--- config.mk ---
export PLATFORM = sky130hd
export DESIGN_NAME = sync_fifo_param
export DESIGN_NICKNAME = d
export VERILOG_FILES = /design/src/rtl/sync_fifo_param.sv
export SDC_FILE = /design/constraint.sdc
export NUM_CORES = 1
export LEC_CHECK = 0
export BUFFER_PORTS_ARGS = -buffer_cell sky130_fd_sc_hd__buf_2
export CORE_MARGIN = 1.5
export CORE_UTILIZATION = 45
export DETAILED_ROUTE_END_ITERATION = 16
export HOLD_SLACK_MARGIN = 0.12
export PLACE_DENSITY = 0.65
export SLEW_MARGIN = 20
export SYNTH_ARGS = -nofsm -noshare
export SYNTH_HDL_FRONTEND = slang
export SYNTH_SLANG_ARGS = --single-unit
export TNS_END_PERCENT = 100
--- constraint.sdc ---
create_clock -name clk -period 2.2 [get_ports clk]
set_clock_uncertainty 0.05 [all_clocks]
set_input_delay 0.33 -clock clk [delete_from_list [all_inputs] [get_ports clk]]
set_output_delay 0.33 -clock clk [all_outputs]
set_load 0.02 [all_outputs]
--- src/rtl/sync_fifo_param.sv ---
// rtl/sync_fifo_param.sv - parametrised single-clock FIFO with count, thresholds, flush and sticky errors
module sync_fifo_param #(
  parameter int WIDTH     = 8,
  parameter int DEPTH     = 8,
  parameter int AF_THRESH = DEPTH - 2,
  parameter int AE_THRESH = 2,
  localparam int CW       = $clog2(DEPTH + 1)
) (
  input  logic             clk,
  input  logic             reset,
  input  logic             flush,
  input  logic             write,
  input  logic [WIDTH-1:0] data_in,
  input  logic             read,
  output logic [WIDTH-1:0] data_out,
  output logic             data_valid,
  output logic             full,
  output logic             empty,
  output logic             almost_full,
  output logic             almost_empty,
  output logic [CW-1:0]    count,
  output logic             overflow,
  output logic             underflow
);

  localparam int PW = (DEPTH > 1) ? $clog2(DEPTH) : 1;
  localparam logic [CW-1:0] DEPTH_C  = CW'(DEPTH);
  localparam logic [CW-1:0] AF_C     = CW'(AF_THRESH);
  localparam logic [CW-1:0] AE_C     = CW'(AE_THRESH);
  localparam logic [PW-1:0] LAST_PTR = PW'(DEPTH - 1);

  logic [WIDTH-1:0] mem [DEPTH];

  logic [PW-1:0]    wr_ptr_q, wr_ptr_d;
  logic [PW-1:0]    rd_ptr_q, rd_ptr_d;
  logic [CW-1:0]    count_q, count_d;
  logic [WIDTH-1:0] data_out_q, data_out_d;
  logic             data_valid_q, data_valid_d;
  logic             overflow_q, overflow_d;
  logic             underflow_q, underflow_d;
  logic             rd_acc, wr_acc;

  // Pointers wrap by explicit compare so any depth works, not just powers of two.
  function automatic logic [PW-1:0] next_ptr(input logic [PW-1:0] p);
    return (p == LAST_PTR) ? '0 : p + PW'(1);
  endfunction

  // A read frees a slot in the same edge, so a write alongside a read is accepted even when full.
  assign rd_acc = read & (count_q != '0);
  assign wr_acc = write & ((count_q != DEPTH_C) | rd_acc);

  // Next-state: flush wins over read/write and leaves data_out untouched.
  always_comb begin
    wr_ptr_d     = wr_ptr_q;
    rd_ptr_d     = rd_ptr_q;
    count_d      = count_q;
    data_out_d   = data_out_q;
    data_valid_d = 1'b0;
    overflow_d   = overflow_q;
    underflow_d  = underflow_q;
    if (flush) begin
      wr_ptr_d    = '0;
      rd_ptr_d    = '0;
      count_d     = '0;
      overflow_d  = 1'b0;
      underflow_d = 1'b0;
    end else begin
      if (wr_acc) begin
        wr_ptr_d = next_ptr(wr_ptr_q);
      end
      if (rd_acc) begin
        rd_ptr_d     = next_ptr(rd_ptr_q);
        data_out_d   = mem[rd_ptr_q];
        data_valid_d = 1'b1;
      end
      case ({wr_acc, rd_acc})
        2'b10:   count_d = count_q + CW'(1);
        2'b01:   count_d = count_q - CW'(1);
        default: count_d = count_q;
      endcase
      if (write && !wr_acc) overflow_d  = 1'b1;
      if (read && !rd_acc)  underflow_d = 1'b1;
    end
  end

  // Control and output registers; reset takes effect without a clock.
  always_ff @(posedge clk or posedge reset) begin
    if (reset) begin
      wr_ptr_q     <= '0;
      rd_ptr_q     <= '0;
      count_q      <= '0;
      data_out_q   <= '0;
      data_valid_q <= 1'b0;
      overflow_q   <= 1'b0;
      underflow_q  <= 1'b0;
    end else begin
      wr_ptr_q     <= wr_ptr_d;
      rd_ptr_q     <= rd_ptr_d;
      count_q      <= count_d;
      data_out_q   <= data_out_d;
      data_valid_q <= data_valid_d;
      overflow_q   <= overflow_d;
      underflow_q  <= underflow_d;
    end
  end

  // Storage array is not reset; it is only read when count is non-zero.
  always_ff @(posedge clk) begin
    if (wr_acc && !flush) begin
      mem[wr_ptr_q] <= data_in;
    end
  end

  assign data_out     = data_out_q;
  assign data_valid   = data_valid_q;
  assign count        = count_q;
  assign overflow     = overflow_q;
  assign underflow    = underflow_q;
  assign full         = (count_q == DEPTH_C);
  assign empty        = (count_q == '0);
  assign almost_full  = (count_q >= AF_C);
  assign almost_empty = (count_q <= AE_C);

endmodule
==> results.rst <==
.. list-table::
   :header-rows: 1

   * - Metric
     - Value
   * - Run status
     - finished clean
   * - Launch instance of the worst register-to-register path
     - count[3]
   * - Cell row count
     - 32
   * - Transition at the pin with the smallest max-transition slack
     - approximately 0.98 ns
   * - Ports placed on the boundary
     - 32
   * - Synthesis warning total
     - 0
   * - Latest clock arrival within the worst-skew pair
     - 0.34 ns
   * - Cell area after synthesis
     - between 3000 and 4000 um^2
   * - Type of the most critical hold path
     - input pin to register
   * - Drt total wl
     - between 6 and 7 mm
   * - Number of buffers between clock root and the deepest sink
     - 2
   * - Multiplexer share of the synthesized area
     - about 14%
   * - Fraction of layout cells with a size suffix above 1
     - approximately a third
   * - Syn-to-layout area delta
     - 16.5%
   * - Clock Sinks
     - 85
   * - Wire length of the first global-routing pass
     - between 10 and 15 mm
   * - Category of the critical setup timing path
     - register to register
   * - Die Outline Area
     - roughly 8600 um^2
   * - Largest family of logic cells by synthesized area
     - multiplexers
   * - Gr ovfl total
     - 0
   * - Placed instance area
     - about 4000 um^2
   * - Largest net degree at the start of global routing
     - 22
   * - Static leakage
     - 1.56 nW
   * - Category of the worst setup path launch point
     - register
   * - Setup TNS
     - 0 ns
   * - Area of the core
     - about 8000 um^2
   * - CTS H-tree depth
     - 3
   * - Synthesized-area fraction occupied by ao, oa, aoi and oai cells
     - 5.75%
   * - I/O Buffers
     - 31
   * - Post-route antenna net violation count
     - 0
   * - Highest fanout seen on the critical path
     - 8
   * - Final Critical Period
     - approximately 2.0 ns
   * - Maximum resistive drop on vdd
     - 0.398 mV
   * - First-pass iteration count of the detailed router
     - 4
   * - Via count of the first global-routing pass
     - just under 2000
   * - Routed via count
     - 1947
   * - Fraction of registers with async set/reset
     - about 25%
   * - First-iteration detailed-routing DRC count
     - ~150
   * - Final Wtd Congestion
     - ~0.82
   * - Mean instance size in the synthesized netlist
     - around 17 um^2
   * - Die width
     - approximately 93 um
   * - Endpoint type of the worst setup path
     - register
   * - GRT Overall Usage
     - 16.6%
   * - Relative slew margins
     - between 30% and 40%
   * - Chip height
     - about 93 um
   * - Flip-flop and latch count after synthesis
     - 85
   * - Vias per cell
     - between 5 and 6
   * - Portion of the clock cycle consumed by the worst path in the final layout
     - 92.8%
   * - XOR/XNOR Fraction of Synth Area
     - less than 1%
   * - Largest area contributor in the netlist
     - sky130_fd_sc_hd__edfxtp_1
   * - Worst setup path startpoint
     - count[3]
   * - Effective utilization at floorplan
     - 46.8%
   * - Total non-filler cell area in the finished layout
     - 4230 um^2
   * - Worst endpoint data arrival time
     - 1.97 ns
   * - Pwr per Cell Area
     - 1110 nW/um^2
   * - Post-route DRC
     - 0
   * - Final Hold Violating Endpoints
     - 0
   * - Critical hold path startpoint
     - data_in[5]
   * - TritonCTS clock tree
     - done
   * - Endpoints failing setup
     - 0
   * - Proportion of netlist area held by the largest area contributor
     - a little over half
   * - Count of final max-slew check failures
     - 0
   * - Required time of the worst setup path
     - 2.13 ns
   * - Top cells by area in the synthesized netlist
     - sky130_fd_sc_hd__edfxtp_1 (53%), sky130_fd_sc_hd__dfrtp_1 (14%), sky130_fd_sc_hd__mux4_2 (9.9%)
   * - Number of buffers created by CTS
     - 9
   * - Adder-cell share of the synthesized area
     - under 10%
   * - R2r worst-path depth
     - 4
   * - Antenna violations before repair
     - 0
   * - Worst reg2reg path endpoint
     - mem[5][2]
   * - Maximum clock rate
     - approximately 0.5 GHz
   * - Syn Nets
     - between 200 and 250
   * - Clock edge transition at the registers on the reported setup and hold paths
     - approximately 0.09 ns
   * - Destination of the critical timing path
     - mem[5][2]
   * - Post-synth EDFFs
     - 64
   * - Dominant synthesized flop cell
     - sky130_fd_sc_hd__edfxtp_1
   * - Flop2flop setup slack
     - 0.16 ns
   * - Hpwl dp
     - roughly 4.2 mm
   * - Final routed wire length divided by cell count
     - ~17 um
   * - Simple-Gate Fraction of Synth Area
     - slightly below 7%
   * - Synthesized instance count
     - ~220
   * - Unique cell type count in the Yosys netlist
     - 38
   * - Unrepaired setup endpoints after global routing
     - false
   * - Number of max-cap violations
     - 0
   * - Register area share after synthesis
     - about two thirds
   * - Final-stage net count
     - between 200 and 300
   * - Total inserted antenna cells
     - 0
   * - Root buf cell
     - sky130_fd_sc_hd__clkbuf_8
   * - Post-CTS Repair Setup Buffers
     - 0
[kinds of logic (layout without fill, tap and decap cells)]
logic type | count (synthesis) | in the layout
flops | 85 | 85
simple gates | 53 | 53
mux | 29 | 29
compound gates | 25 | 25
buf+inv | 14 | 69
fa+ha+maj | 7 | 7
xor+xnor | 3 | 3
[layer usage]
layer  wire (um)  share of wire [%]  track usage, %
met3         181                2.8            3.45
met2        3000                 47            24.8
met4          93                1.5            6.82
met5           0                  0               0
met1        3140                 49            23.7
[stage by stage]
step	hold WS (ns)	utilization, %	power (mW)	setup WS [ns]	std cells
floorplan	0.256	-	3.09	0.0432	216
global placement	0.324	51.2	3.51	0.142	356
detailed placement	0.328	51.2	3.53	0.100	356
CTS	0.185	54.3	4.77	0.0251	373
global route	0.198	54.5	4.97	0.0176	373
finish	0.198	54.5	4.71	0.158	373
[layout by cell type, fill, tap and decap left out, drive strengths merged, types with 2 or more instances in the layout]
cell and count:
a211oi 3, a21oi 13, a31oi 2, buf 50, bufinv 2, clkbuf 9, clkinv 2, dfrtp 21
edfxtp 64, ha 6, inv 5, mux2i 13, mux4 16, nand2 5, nand3 2, nor2 30
nor3 5, nor4b 3, o211ai 2, or3 2, xnor2 3
[where the power goes]
group	internal, mW	switching [mW]	total (mW)
clock network	0.659	0.578	1.24
registers	1.88	0.103	1.98
logic	0.657	0.836	1.49
total	3.20	1.52	4.71
[sequential cells by signal, indices dropped and copies added, names as in the netlist]
signal,flops
underflow,1
data_out,8
overflow,1
rd_ptr_q,3
data_valid,1
count,4
mem,64
wr_ptr_q,3
[Yosys cell counts, drive strengths merged (3+ instances only)]
cell type,number
mux2i,13
xnor2,3
a211oi,3
nand2,5
nor3,5
ha,6
a21oi,13
clkbuf,4
dfrtp,21
buf,8
edfxtp,64
mux4,16
nor2,30
nor4b,3
[critical path, cell delays in order, from the launching register on]
cell and delay [ns]:
sky130_fd_sc_hd__dfrtp_1 0.47, sky130_fd_sc_hd__nand2b_1 0.21, sky130_fd_sc_hd__o211ai_1 0.18, sky130_fd_sc_hd__buf_4 0.20, sky130_fd_sc_hd__nor2_1 0.57
[what timing repair did]
action                     CTS  global route
hold buffers                 1             0
resized for setup            0             2
setup endpoints to repair    0             9
hold endpoints to repair    21             0
[cell type report]
cell class,count,area [um^2]
clock buffers,9,124
clock inverters,7,105
fillers,633,3530
inverters,2,7.51
multi-input cells,117,1100
flip-flops and latches,85,2450
well taps,102,128
repair buffers,51,320
[worst min path at each step]
stage | depth (start not counted) | slack (ns) | endpoint
final | 1 | 0.20 | mem[0][5]
after detailed placement | 3 | 0.33 | data_out[6]
after global routing | 1 | 0.20 | mem[4][5]
after floorplan | 1 | 0.26 | count[0]
after global placement | 3 | 0.32 | data_out[4]
after CTS | 1 | 0.18 | mem[2][5]
No activity file was read; power rests on OpenSTA's default activity.
